===== src/rtl/capture_pkg.sv =====
// Shared types and defaults for the ADC capture path (writer, RAM wrapper, readout).
// Latency: n/a (types and constants only).
// Backpressure: n/a.
package capture_pkg;

  localparam int               CAP_DATA_W    = 16;
  localparam int               CAP_ADDR_W    = 12;
  localparam int               CAP_CLKDIV    = 4;
  localparam logic [15:0]      CAP_SYNC_WORD = 16'hA5C3;

  typedef enum logic [1:0] {
    ST_IDLE = 2'd0,
    ST_HDR  = 2'd1,
    ST_DATA = 2'd2,
    ST_FIN  = 2'd3
  } state_t;

endpackage


===== src/rtl/readout_bit_timer.sv =====
// Bit-period divider and bit index for the serial readout; drives the registered TX clock phase.
// Latency: load takes effect next cycle (divider 0, bit DATA_W-1, tx_clk low).
// Backpressure: none; free-runs while i_run, stop/reset clear everything.
module readout_bit_timer #(
  parameter int DATA_W = 16,
  parameter int CLKDIV = 4
) (
  input  logic i_clk,
  input  logic i_rst,
  input  logic i_load,
  input  logic i_run,
  input  logic i_stop,
  output logic o_bit_end,
  output logic o_last_bit_next,
  output logic o_word_end,
  output logic o_tx_clk
);

  localparam int DIV_W = (CLKDIV > 1) ? $clog2(CLKDIV) : 1;
  localparam int BIT_W = (DATA_W > 1) ? $clog2(DATA_W) : 1;
  localparam logic [DIV_W-1:0] DIV_LAST = DIV_W'(CLKDIV - 1);
  localparam logic [DIV_W-1:0] DIV_HALF = DIV_W'(CLKDIV / 2);
  localparam logic [BIT_W-1:0] BIT_MSB  = BIT_W'(DATA_W - 1);

  logic [DIV_W-1:0] r_div;
  logic [BIT_W-1:0] r_bit;
  logic             r_tx_clk;
  logic [DIV_W-1:0] w_div_nxt;

  assign w_div_nxt = r_div + 1'b1;

  // Divider and bit index; tx_clk is registered from the next divider value so it is glitch-free
  always_ff @(posedge i_clk) begin
    if (i_rst || i_stop) begin
      r_div    <= '0;
      r_bit    <= '0;
      r_tx_clk <= 1'b0;
    end else if (i_load) begin
      r_div    <= '0;
      r_bit    <= BIT_MSB;
      r_tx_clk <= 1'b0;
    end else if (i_run) begin
      if (r_div == DIV_LAST) begin
        r_div    <= '0;
        r_bit    <= (r_bit == '0) ? BIT_MSB : r_bit - 1'b1;
        r_tx_clk <= 1'b0;
      end else begin
        r_div    <= w_div_nxt;
        r_tx_clk <= (w_div_nxt >= DIV_HALF);
      end
    end
  end

  // Last cycle of a bit; next cycle starts a new bit period
  assign o_bit_end       = i_run && (r_div == DIV_LAST);
  // Next cycle is the first cycle of the word's last bit (read-issue point)
  assign o_last_bit_next = o_bit_end && (r_bit == BIT_W'(1));
  assign o_word_end      = o_bit_end && (r_bit == '0);
  assign o_tx_clk        = r_tx_clk;

endmodule


===== src/rtl/capture_readout_tx.sv =====
// Capture-RAM readout: reads WORD_CNT words and serialises sync header + data MSB-first with bit clock/frame.
// Latency: START in cycle 0 -> frame, first header bit and first RAM read in cycle 1.
// Backpressure: none; RAM answers in fixed 1 cycle, START ignored while busy, ABORT ends transfer next cycle.
module capture_readout_tx
  import capture_pkg::*;
#(
  parameter int                DATA_W    = CAP_DATA_W,
  parameter int                ADDR_W    = CAP_ADDR_W,
  parameter int                CLKDIV    = CAP_CLKDIV,
  parameter logic [DATA_W-1:0] SYNC_WORD = DATA_W'(CAP_SYNC_WORD)
) (
  input  logic              i_clk200m,
  input  logic              i_rst,
  input  logic              i_start,
  input  logic              i_abort,
  input  logic [ADDR_W-1:0] i_base_addr,
  input  logic [ADDR_W:0]   i_word_cnt,
  output logic              o_rd_en,
  output logic [ADDR_W-1:0] o_rd_addr,
  input  logic [DATA_W-1:0] i_rd_data,
  output logic              o_tx_clk,
  output logic              o_tx_data,
  output logic              o_tx_frame,
  output logic              o_busy,
  output logic              o_done
);

  state_t              r_state;
  logic                r_rd_en;
  logic [ADDR_W-1:0]   r_rd_addr;
  logic                r_rd_vld;
  logic [DATA_W-1:0]   r_hold;
  logic [DATA_W-1:0]   r_shift;
  logic [ADDR_W:0]     r_rd_left;
  logic [ADDR_W:0]     r_words_left;
  logic                r_tx_data;
  logic                r_frame;
  logic                r_busy;
  logic                r_done;

  logic                w_active;
  logic                w_accept;
  logic                w_bit_end;
  logic                w_last_bit_next;
  logic                w_word_end;
  logic [DATA_W-1:0]   w_next_word;

  assign w_active = (r_state == ST_HDR) || (r_state == ST_DATA);
  assign w_accept = (r_state == ST_IDLE) && i_start && !i_abort && (i_word_cnt != '0);
  // Bypass the hold register when the read data arrives on the very cycle the shifter reloads (CLKDIV=2)
  assign w_next_word = r_rd_vld ? i_rd_data : r_hold;

  readout_bit_timer #(
    .DATA_W (DATA_W),
    .CLKDIV (CLKDIV)
  ) u_bit_timer (
    .i_clk           (i_clk200m),
    .i_rst           (i_rst),
    .i_load          (w_accept),
    .i_run           (w_active),
    .i_stop          (i_abort),
    .o_bit_end       (w_bit_end),
    .o_last_bit_next (w_last_bit_next),
    .o_word_end      (w_word_end),
    .o_tx_clk        (o_tx_clk)
  );

  // Transfer FSM with read scheduling, hold register, shifter and registered outputs
  always_ff @(posedge i_clk200m) begin
    if (i_rst) begin
      r_state      <= ST_IDLE;
      r_rd_en      <= 1'b0;
      r_rd_addr    <= '0;
      r_rd_vld     <= 1'b0;
      r_hold       <= '0;
      r_shift      <= '0;
      r_rd_left    <= '0;
      r_words_left <= '0;
      r_tx_data    <= 1'b0;
      r_frame      <= 1'b0;
      r_busy       <= 1'b0;
      r_done       <= 1'b0;
    end else begin
      r_rd_en  <= 1'b0;
      r_done   <= 1'b0;
      r_rd_vld <= r_rd_en;
      if (r_rd_vld) r_hold <= i_rd_data;

      if (i_abort) begin
        r_state   <= ST_IDLE;
        r_tx_data <= 1'b0;
        r_frame   <= 1'b0;
        r_busy    <= 1'b0;
      end else begin
        case (r_state)
          ST_IDLE: begin
            if (i_start) begin
              if (i_word_cnt == '0) begin
                r_state <= ST_FIN;
                r_done  <= 1'b1;
              end else begin
                r_state      <= ST_HDR;
                r_busy       <= 1'b1;
                r_frame      <= 1'b1;
                r_shift      <= SYNC_WORD;
                r_tx_data    <= SYNC_WORD[DATA_W-1];
                r_rd_en      <= 1'b1;
                r_rd_addr    <= i_base_addr;
                r_rd_left    <= i_word_cnt - 1'b1;
                r_words_left <= i_word_cnt;
              end
            end
          end
          ST_HDR, ST_DATA: begin
            if (w_word_end) begin
              if (r_words_left != '0) begin
                r_state      <= ST_DATA;
                r_shift      <= w_next_word;
                r_tx_data    <= w_next_word[DATA_W-1];
                r_words_left <= r_words_left - 1'b1;
              end else begin
                r_state   <= ST_FIN;
                r_done    <= 1'b1;
                r_busy    <= 1'b0;
                r_frame   <= 1'b0;
                r_tx_data <= 1'b0;
              end
            end else if (w_bit_end) begin
              r_shift   <= r_shift << 1;
              r_tx_data <= r_shift[DATA_W-2];
            end
            // Word k+1 is fetched during the last bit of data word k; word 0 was fetched at START
            if ((r_state == ST_DATA) && w_last_bit_next && (r_rd_left != '0)) begin
              r_rd_en   <= 1'b1;
              r_rd_addr <= r_rd_addr + 1'b1;
              r_rd_left <= r_rd_left - 1'b1;
            end
          end
          ST_FIN: begin
            r_state <= ST_IDLE;
          end
        endcase
      end
    end
  end

  assign o_rd_en    = r_rd_en;
  assign o_rd_addr  = r_rd_addr;
  assign o_tx_data  = r_tx_data;
  assign o_tx_frame = r_frame;
  assign o_busy     = r_busy;
  assign o_done     = r_done;

endmodule

===== config.mk =====
export PLATFORM = sky130hd
export DESIGN_NAME = capture_readout_tx
export DESIGN_NICKNAME = d
export VERILOG_FILES = /design/src/rtl/capture_pkg.sv /design/src/rtl/readout_bit_timer.sv /design/src/rtl/capture_readout_tx.sv
export SDC_FILE = /design/constraint.sdc
export NUM_CORES = 1
export LEC_CHECK = 0
export CAP_MARGIN = 25
export CORE_MARGIN = 2
export CORE_UTILIZATION = 49
export CTS_CLUSTER_DIAMETER = 100
export DETAILED_ROUTE_END_ITERATION = 12
export DONT_BUFFER_PORTS = 1
export PLACE_DENSITY = 0.69
export SLEW_MARGIN = 10
export SYNTH_ARGS = -nofsm -noshare
export SYNTH_HDL_FRONTEND = slang
export SYNTH_SLANG_ARGS = --single-unit

===== constraint.sdc =====
create_clock -name i_clk200m -period 5.95 [get_ports i_clk200m]
set_input_delay 0.595 -clock i_clk200m [delete_from_list [all_inputs] [get_ports i_clk200m]]
set_output_delay 0.595 -clock i_clk200m [all_outputs]
set_load 0.01 [all_outputs]

### Word-level counts from Yosys, hierarchy flattened

Cells that the tools add are included.

* equal/unequal tests: 13
* mux-type cells: 49
* $add $sub $neg: 6
* bitwise gates (word level): 1
* magnitude comparators: 1
* reductions and logical operators: 30

Operators by type and width (count)
* $mux W13: 7
* $mux W15: 5
* $pmux W13 S2: 2
* $reduce_bool A13 Y1: 3
* $sub A13 B1 Y13 const B: 3
* $mux W12: 3
* $pmux W15 S2: 1
* $pmux W12 S2: 1
* $mux W1: 16
* $mux W16: 1
* $mux W4: 4
* $logic_not A13 Y1: 1
* $add A12 B1 Y12 const B: 1
* $reduce_and A6 Y1: 2
* $ne A2 B2 Y1 const B: 5
* $reduce_and A5 Y1: 2
* $logic_and A1 B1 Y1: 8
* $mux W2: 4
* $pmux W1 S2: 4
* $eq A2 B2 Y1 const B: 3
* $pmux W2 S3: 1
* $reduce_bool A2 Y1: 3
* $reduce_or A2 Y1: 3
* $eq A4 B1 Y1 const B: 1
* 14 further kinds: 16

* flip-flop bits (word level): 83
* output and inout port bits: 18
* logic and storage cells: 114

### Longest topological paths before layout

Gate-level depths: netlist of run 1.

* depth in word-level cells: 8
* mapped depth: 14
* mapped depth without buffers: 11

### Cells and area by module

Synthesis of run 1 repeated with hierarchy kept, for this count alone.

* cell total of the unflattened synthesis: 597
* area, all modules: 4742.0 µm²

By module, submodules not included
* capture_readout_tx: instances 1, cells each 561, sequential area each 1521.5 µm², area an instance 4416.7 µm²
* readout_bit_timer: instances 1, cells each 36, sequential area each 120.1 µm², area an instance 325.3 µm²

### Least setup slack after synthesis of run 1

OpenSTA, ideal clock, no wires.

* path type: reg2reg
* start: reg r_state[1]
* end: reg r_rd_left[12]
* cell stages (with the launch flop): 15
* path buffers: 4
* setup slack: 2137 ps
* arrival: 3680 ps
* path through: dfxtp_1 > inv_1 > ha_1 > buf_2 > buf_1 > clkbuf_1 > buf_1 > mux2i_1 > ha_1 > or4b_2 > a21oi_2 > and4b_1 > nor2_1 > a221oi_1 > a31oi_1

* longest elaborated chain between the ends: 8
* elaborated cells between the ends (all ways): 15

RTL lines
* start, declared: RTL line capture_readout_tx.sv:28 `state_t r_state;`
* start signal, assigned: RTL line capture_readout_tx.sv:71 `r_state <= ST_IDLE;`
* start signal, assigned: RTL line capture_readout_tx.sv:90 `r_state <= ST_IDLE;`
* start signal, assigned: RTL line capture_readout_tx.sv:99 `r_state <= ST_FIN;`
* $eq A2 B1 Y1 / $eq A2 B2 Y1 (equally long branches): RTL line capture_readout_tx.sv:48 `assign w_active = (r_state == ST_HDR) || (r_state == ST_DATA);`
* $logic_or A1 B1 Y1 (*): RTL line capture_readout_tx.sv:48
* via u_bit_timer.i_run: RTL line readout_bit_timer.sv:11 `input logic i_run,`
* $logic_and A1 B1 Y1 (*): RTL line readout_bit_timer.sv:55 `assign o_bit_end = i_run && (r_div == DIV_LAST);`
* $logic_and A1 B1 Y1 (*): RTL line readout_bit_timer.sv:57 `assign o_last_bit_next = o_bit_end && (r_bit == BIT_W'(1));`
* $logic_and A1 B1 Y1 (*) (2 in a row): RTL line capture_readout_tx.sv:133 `if ((r_state == ST_DATA) && w_last_bit_next && (r_rd_left != '0)) begin`
* $ne A2 B2 Y1 (no source line) (*)
* $reduce_and A5 Y1 (no source line) (*)
* end signal, assigned: RTL line capture_readout_tx.sv:109 `r_rd_left <= i_word_cnt - 1'b1;`
* end signal, assigned: RTL line capture_readout_tx.sv:136 `r_rd_left <= r_rd_left - 1'b1;`
* end, declared: RTL line capture_readout_tx.sv:34 `logic [ADDR_W:0] r_rd_left;`

Mark *: on every way through the listed nets, which the timed path passes. The rest lies on a longest branch.
A chain may end at the register's enable or synchronous reset.

### Worst setup path after layout of run 1

* start: reg r_state[1]
* end: reg r_rd_left[11]

Same word-level chain as after synthesis.

==> qor.yml, run 1 <==
path_buf_inv: 2
rrSetupSlack_ns: 1.82
dpl.hpwl_mm: 7.80
stdcell_count: 680
final_cell_mix: "82 x dfxtp_1, 70 x nor2_1, 63 x nand2_1, 56 x a21oi_1, 31 x o21ai_0"
grt_overflow_total: 0
antenna_found_initial: 0
fp.coreArea_mm2: 0.00920
drc: 0
period_share_pct: 69.5
worstReg2RegStart: "r_state[1]"
final_nets: 619
grt_use_total_pct: 22.3
rr_worst_depth: 9
fmax_mhz: 242
postCtsSetupRepairBufs: 0
cts_resized: 0
final.setup.tns_ns: 0
area_delta_synth_final_pct: 4.21
cts.sinks: 82
crit_path_start_kind: "flop"
clock-root-buffer: "clkbuf_8"
worst_path_largest_cell_delay_ns: 0.95
worstSetupPathType: "flop to flop"
layout_commonest_cell: "dfxtp_1"
p_per_area_mw_per_mm2: 277
hold_viol: 0
io_buffers: 0
relSlewSlack_pct: 38.0
die_w_um: 101
crit_path_frequent_cell: "a31oi_1"
layout-drive-gt1-share_pct: 6.85
p_leak_nw: 1.58
tightest_slew_ns: 0.930
place.gp.congestion: 0.925
grt_pass1_vias: 3829
worstReg2RegEnd: "r_rd_left[11]"
critPathCaptureType: "flop"
die-area_mm2: 0.0102
grt_util_met1_pct: 29.9
critical_path_peak_fanout: 54
num_vias: 4170
total_power_w: 0.00134
htreeDepth: 3
routed_via_density: 6.13
grt_max_degree: 76
grtUsageMet3_pct: 4.07
routed_wl_mm: 11.4
hold_path_class: "input port to flop"
postSynthNetCount: 643
setup_viol: 0
slew_violations: 0
syn_area_mm2: 0.00463
cts_tree: "built"
place_inst: 663
finalClockSkew_ns: 0.0144
fill_cells: 881
wire_per_inst_um: 16.7
arrival_ns: 4.42
clk_latency_ns: 0.36
ir_drop_v: 0.0000961
hold_end: "r_hold[1]"
syn_inst: 588
synth-seq-area-share_pct: 35.4
layout_min_cycle_time_ns: 4.13
ant_nets: 0
crit_path_cell_trace: "inv_1 > ha_2 > buf_4 > and4bb_1 > a31oi_1 > nor2_1 > nand2_1 > or4_1 > a31oi_1"
hold_depth: 1
grt_first_pass_wirelength_mm: 18.5
rsz0062_at_grt: "no"
yosysWarnings: 0
avgSynthCellArea_um2: 7.88
num_rows: 35
outcome: "finished clean"
async_flop_share_pct: 0
antenna_cells: 0
ys.flop_type: "dfxtp_1"
pin_count: 63
required_ns: 6.23
worst_path_max_delay_cell: "ha_2"
cts_buffers: 9
synth_seq_cells: 82
drv_cap: 0
first_pass_iters: 5
die_y_um: 101
synth-edff-count: 0
crit_family: "simple AND/OR/NAND/NOR gates"
ctsHoldBuffers: 0
clkTransAtPathRegs_ns: 0.09
initial_core_util_pct: 50.4
drtIter0Drc: 238
hp-start: "i_rst"
busiest_layer: "met2"
clockBufferDepth: 2
synth.distinct_cells: 67
grt_use_met2_pct: 36.5
==> through the flow <==
stage	hold WS, ns	setup WS (ns)	area, µm²	utilization, %
global placement	0.433	2.07	4640	50.4
CTS	0.288	1.87	4810	52.3
global route	0.281	1.47	4830	52.5
finish	0.304	1.82	4830	52.5
detailed placement	0.438	1.86	4640	50.4
floorplan	0.429	2.14	4630	-
==> cell type report <==
class | instances | area [µm²] | area share [%]
repair buffers | 5 | 45.0 | 0.933
clock inverters | 7 | 51.3 | 1.06
multi-input cells | 456 | 2790 | 57.8
clock buffers | 9 | 124 | 2.57
inverters | 10 | 37.5 | 0.778
well taps | 111 | 139 | 2.88
flip-flops and latches | 82 | 1640 | 34.0
==> how the worst max path moves through the flow <==
stage | start | to | cells after the start
after floorplan | r_state[1] | r_rd_left[12] | 14
after global placement | r_state[1] | r_rd_left[11] | 9
after detailed placement | r_state[1] | r_rd_left[11] | 9
after CTS | r_state[1] | r_rd_left[11] | 9
after global routing | r_state[1] | r_rd_left[11] | 9
final | r_state[1] | r_rd_left[11] | 9
==> sequential cells by signal, indices dropped and copies added (netlist names) <==
name,cells
r_hold,16
r_rd_left,13
r_shift,15
u_bit_timer.r_div,2
r_rd_vld,1
o_rd_en,1
r_state,2
o_rd_addr,12
u_bit_timer.r_bit,4
o_done,1
o_busy,1
o_tx_data,1
r_words_left,13
==> routing by layer <==
layer | part of all wire (%) | vias to the layer above
met5 | 0 | -
met4 | 1.2 | 0
met3 | 5.7 | 11
met2 | 46 | 118
met1 | 47 | 1948
li1 | - | 2093
==> synth_stat cells, drive strengths merged (3+ instances only) <==
cell      n  share of area (%)
o2bb2ai   3               0.57
clkbuf   24                1.9
o31ai     5                1.1
nand2b    7               0.95
or4       4               0.65
mux2      4               0.97
nand3    13                1.4
o32ai     3               0.57
nor2     70                5.7
ha       10                2.7
nor4b     4               0.76
or2       7               0.95
mux2i    23                5.0
xor2      3               0.57
a31oi    13                1.8
or3       6               0.81
xnor2     5               0.95
o211ai    5               0.81
nor2b    16                2.2
a211oi    9                1.5
o22ai     3               0.41
o21ai    34                3.7
nor3     19                2.2
dfxtp    82                 35
and2      7               0.95
nor4     13                2.2
a22oi     4               0.65
o2111ai   8                1.5
inv      10               0.81
nand2    63                5.1
a311oi    7                1.3
buf      16                1.8
a21oi    57                6.2
==> kinds of logic (layout without fill, tap and decap cells) <==
group                      after synthesis  in the layout  share of synthesized area, %
AOI/OAI and AO/OA                      167            167                          23.2
xor gates and xnor gates                 8              8                          1.51
adders and majority gates               10             10                          2.70
buffers and inverters                   50             31                          4.54
DFF                                     82             82                          35.4
muxes                                   27             27                          5.94
and+or+nand+nor                        244            244                          26.6
==> power breakdown <==
part           total, W  switching [W]  internal (W)
combinational  0.000329       0.000204      0.000125
sequential     0.000631      0.0000447      0.000586
clock          0.000379       0.000224      0.000155
total           0.00134       0.000473      0.000866
Power figures use the tool's default switching activity.
==> run 2, diff against run 1 <==
clock period = 3.9 ns   (was 5.95 ns; I/O delays follow)
==> qor.yml, run 2 (same netlist as run 1, synthesis figures left out) <==
outcome: "finished clean"
regMostFlops: "r_hold"
layout_min_cycle_time_ns: 3.25  # -0.883 ns
grt_pass1_vias: 4046  # +5.7%
fp.coreArea_mm2: 0.00920  # unchanged
initial_core_util_pct: 50.4  # unchanged
place.gp.congestion: 0.908  # -1.8%
p_leak_nw: 1.62  # +2.3%
drc: 0  # unchanged
p_per_area_mw_per_mm2: 444  # +60%
num_rows: 35  # unchanged
ant_nets: 0  # unchanged
setup_viol: 0  # unchanged
routed_via_density: 6.27  # +2.3%
io_buffers: 0  # unchanged
worst_path_largest_cell_delay_ns: 0.71  # -0.24 ns
postCtsSetupRepairBufs: 0  # unchanged
die_w_um: 101  # unchanged
path_buf_inv: 1  # -1
pin_count: 63  # unchanged
relSlewSlack_pct: 43.0  # +5.0 points
crit_path_cell_trace: "inv_1 > ha_2 > nor2b_1 > a21oi_1 > ha_1 > or4b_2 > a21oi_2 > and4b_1 > nor2_1 > a221oi_1 > a31oi_1"
final_nets: 623  # +0.65%
layout-drive-gt1-share_pct: 7.17  # +0.31 points
period_share_pct: 83.4  # +14 points
cts_tree: "built"
worstSetupPathType: "flop to flop"
first_pass_iters: 5  # unchanged
antenna_found_initial: 0  # unchanged
tightest_slew_ns: 0.854  # -0.0763 ns
drtIter0Drc: 219  # -8.0%
critPathCaptureType: "flop"
ir_drop_v: 0.000207  # +120%
grt_use_total_pct: 23.3  # +1.0 points
required_ns: 4.12  # -2.11 ns
grt_first_pass_wirelength_mm: 19.3  # +4.4%
die-area_mm2: 0.0102  # unchanged
fmax_mhz: 308  # +27%
layout_commonest_cell: "dfxtp_1"
hold_path_class: "input port to flop"
finalClockSkew_ns: 0.0129  # -0.00157 ns
clkTransAtPathRegs_ns: 0.08  # about the same
grt_overflow_total: 0  # unchanged
top_regs: "r_hold (16), r_shift (15)"
slew_violations: 0  # unchanged
crit_path_start_kind: "flop"
arrival_ns: 3.47  # -0.95 ns
rsz0062_at_grt: "no"
fill_cells: 889  # +0.91%
wire_per_inst_um: 17.2  # +3.1%
holdWs_ns: 0.105  # -0.199 ns
drv_cap: 0  # unchanged
cts.sinks: 82  # unchanged
final.setup.tns_ns: 0  # unchanged
critical_path_peak_fanout: 11  # -80%
routed_wl_mm: 11.8  # +3.5%
largest_reg_flops: 16  # unchanged
antenna_cells: 0  # unchanged
clockBufferDepth: 2  # unchanged
area_delta_synth_final_pct: 5.62
cts_buffers: 9  # unchanged
final_cell_mix: "82 x dfxtp_1, 70 x nor2_1, 63 x nand2_1, 56 x a21oi_1, 31 x o21ai_0"
clock-root-buffer: "clkbuf_8"
crit_family: "simple AND/OR/NAND/NOR gates"
hold_viol: 0  # unchanged
grt_max_degree: 76  # unchanged
die_y_um: 101  # unchanged
htreeDepth: 3  # unchanged
ctsHoldBuffers: 0  # unchanged
dpl.hpwl_mm: 8.10  # +3.9%
worst_path_max_delay_cell: "or4b_2"
clk_latency_ns: 0.35  # about the same
num_vias: 4285  # +2.8%
cts_resized: 0  # unchanged
## run 2: cell types whose count changed in the layout (fill, tap and decap cells not counted)
cell        previous run  this run
clkinv_4               0         1
buf_4                  4         9
clkinv_2               2         0
clkbuf_1               0         1
clkbuf_8               9        10
clkinvlp_4             2         1
buf_8                  1         0
inv_6                  3         0
bufinv_16              0         2
## run 2: worst paths after layout
kind	endpoint	startpoint	cells past startpoint	slack, ns
hold reg to reg	r_shift[3]	r_shift[3]	2	0.45
setup / recovery	r_rd_left[12]	r_state[0]	11	0.65
setup reg to reg	r_rd_left[12]	r_state[0]	11	0.65
hold / removal	r_rd_vld	i_rst	1	0.11
## run 2: cell type report
cell class	instances	area, µm²	share of cell area (%)
Tap cell	111	139	2.84
Clock buffer	11	141	2.89
Timing Repair Buffer	9	67.6	1.38
Sequential cell	82	1640	33.6
Clock inverter	4	76.3	1.56
Multi-Input combinational cell	456	2790	57.0
Inverter	10	37.5	0.767
## run 2: power by group
part           switching, W  internal [W]  total, W
logic              0.000322      0.000199  0.000521
clock network      0.000308      0.000376  0.000684
registers         0.0000699      0.000895  0.000965
total              0.000700       0.00147   0.00217
## run 2: stage by stage
stage / area (µm²) / std cells / util [%] / total power [W] / setup WS [ns]
2_1_floorplan: 4630 / 588 / - / 0.00138 / 0.0870
3_3_place_gp: 4670 / 668 / 50.8 / 0.00148 / 0.876
3_5_place_dp: 4670 / 668 / 50.8 / 0.00149 / 0.738
4_1_cts: 4890 / 683 / 53.2 / 0.00217 / 0.696
5_1_grt: 4890 / 683 / 53.2 / 0.00229 / 0.426
6_report: 4890 / 683 / 53.2 / 0.00217 / 0.649
## run 2: routing by layer
layer | vias up | global-route usage (%) | part of all wire (%)
met1 | 2004 | 30.1 | 44
met2 | 150 | 38.4 | 46
met4 | 0 | 9.04 | 1.9
met3 | 21 | 4.62 | 7.2
met5 | - | 0 | 0
li1 | 2110 | - | -
==> run 3, diff against run 2 <==
PLACE_DENSITY = 0.71   (was 0.69)
clock period = 2.9 ns   (was 3.9 ns; I/O delays follow)
==> qor.yml, run 3 (same netlist as run 1, synthesis figures left out) <==
outcome: "finished clean"
worst_path_largest_cell_delay_ns: 0.62  # -0.09 ns
die_y_um: 101  # unchanged
p_leak_nw: 1.67  # +3.1%
crit_path_start_kind: "flop"
worstSetupPathType: "flop to flop"
cp.depth: 9  # -2
first_pass_iters: 5  # unchanged
final_cell_mix: "80 x dfxtp_1, 70 x nor2_1, 63 x nand2_1, 55 x a21oi_1, 31 x o21ai_0"
fp.coreArea_mm2: 0.00920  # unchanged
die_w_um: 101  # unchanged
pin_count: 63  # unchanged
largest_reg_flops: 16  # unchanged
drtIter0Drc: 338  # +54%
die-area_mm2: 0.0102  # unchanged
cts_tree: "built"
layout_commonest_cell: "dfxtp_1"
final.setup.tns_ns: 0  # unchanged
grt_use_total_pct: 23.9  # +0.60 points
grt_max_degree: 49  # -36%
clk_latency_ns: 0.35  # about the same
grt_pass1_vias: 3980  # -1.6%
drv_cap: 0  # unchanged
dpl.hpwl_mm: 8.09  # about the same
slew_violations: 0  # unchanged
area_delta_synth_final_pct: 8.29
num_vias: 4346  # +1.4%
clockBufferDepth: 2  # unchanged
relSlewSlack_pct: 43.2  # +0.18 points
hold_viol: 0  # unchanged
path_buf_inv: 2  # +1
clkTransAtPathRegs_ns: 0.08  # about the same
cts.sinks: 82  # unchanged
routed_via_density: 6.28  # +0.10%
critPathCaptureType: "flop"
period_share_pct: 95.5  # +12 points
p_per_area_mw_per_mm2: 582  # +31%
io_buffers: 0  # unchanged
place_area_mm2: 0.00472  # +1.1%
crit_path_cell_trace: "inv_2 > ha_4 > buf_4 > or4bb_4 > a21oi_4 > and4b_2 > nor2_1 > a221oi_1 > a31oi_1"
hold_path_class: "input port to flop"
design_area_mm2: 0.00502  # +2.5%
place.gp.congestion: 0.896  # -1.3%
regMostFlops: "r_hold"
layout_min_cycle_time_ns: 2.77  # -0.483 ns
num_rows: 35  # unchanged
htreeDepth: 3  # unchanged
routed_wl_mm: 12.1  # +2.8%
worst_path_max_delay_cell: "or4bb_4"
fill_cells: 878  # -1.2%
ir_drop_v: 0.000275  # +33%
top_regs: "r_hold (16), r_shift (15)"
setup_viol: 0  # unchanged
hold_depth: 1  # unchanged
ant_nets: 0  # unchanged
layout-drive-gt1-share_pct: 9.47  # +2.3 points
rr_worst_depth: 9  # -2
finalClockSkew_ns: 0.00820  # -0.00467 ns
antenna_found_initial: 0  # unchanged
antenna_cells: 0  # unchanged
critical_path_peak_fanout: 34  # +23
wire_per_inst_um: 17.5  # +1.4%
drc: 0  # unchanged
grt_overflow_total: 0  # unchanged
fmax_mhz: 361  # +17%
final_nets: 631  # +1.3%
tightest_slew_ns: 0.852  # -0.00155 ns
grt_first_pass_wirelength_mm: 19.6  # +1.5%
cts_buffers: 9  # unchanged
arrival_ns: 2.98  # -0.49 ns
initial_core_util_pct: 50.4  # unchanged
clock-root-buffer: "clkbuf_8"
crit_family: "simple AND/OR/NAND/NOR gates"
required_ns: 3.11  # -1.01 ns
[run 3: cell count changes in the layout (fill, tap and decap cells not counted), moves of 2 or more]
cell           before  now
dfxtp_2             0    2
dlygate4sd3_1       0    4
inv_1              10    8
buf_4               9   11
dfxtp_1            82   80
inv_2               0    2
buf_12              0    2
[run 3: final timing paths]
path	startpoint	end	slack (ns)
max reg2reg	r_state[1]	r_rd_left[12]	0.13
max	r_state[1]	r_rd_left[12]	0.13
min reg2reg	r_shift[9]	r_shift[9]	0.46
min	i_rst	r_words_left[8]	0.06
[run 3: per-stage QoR]
step                hold slack, ns  power [W]  std cells  util, %  setup WS (ns)
finish                      0.0567    0.00292        692     54.5          0.132
global route                0.0485    0.00308        692     54.5       -0.00118
CTS                        0.00122    0.00292        690     54.2         0.0591
detailed placement           0.372    0.00202        670     51.4         0.0826
global placement             0.369    0.00201        670     51.4          0.202
floorplan                    0.429    0.00189        588        -        -0.0477
[run 3: timing repair]
action	in CTS	in global routing
gates resized for setup	0	3
endpoints found under the setup margin	0	3
setup buffers	0	1
hold buffers	4	1
endpoints found under the hold margin	48	3
[run 3: area by class of cell]
| cell class | instances | area (µm²) | share of cell area, % |
|---|---|---|---|
| Sequential cell | 82 | 1640 | 32.8 |
| Clock buffer | 11 | 151 | 3.02 |
| Clock inverter | 5 | 60.1 | 1.20 |
| Multi-Input combinational cell | 456 | 2820 | 56.2 |
| Tap cell | 111 | 139 | 2.77 |
| Timing Repair Buffer | 17 | 163 | 3.24 |
| Inverter | 10 | 37.5 | 0.748 |
[run 3: power by group]
group,leakage (nW),internal [W],switching [W],total (W)
combinational,0.894,0.000295,0.000450,0.000744
clock,0.106,0.000448,0.000431,0.000880
sequential,0.668,0.00120,0.0000932,0.00130
[run 3: per-layer routing]
metal / vias up / GRT usage, % / share of wire (%)
met5: - / 0 / 0
met4: 0 / 8.00 / 1.4
met3: 16 / 4.97 / 6.9
met2: 157 / 37.5 / 47
met1: 2050 / 32.9 / 45
li1: 2123 / - / -
[run 3: worst reg2reg max path, cell delays in order, from the launching register on]
cell and delay (ns):
dfxtp_2 0.37, inv_2 0.06, ha_4 0.35, buf_4 0.34
or4bb_4 0.63, a21oi_4 0.22, and4b_2 0.29, nor2_1 0.05
a221oi_1 0.22, a31oi_1 0.11
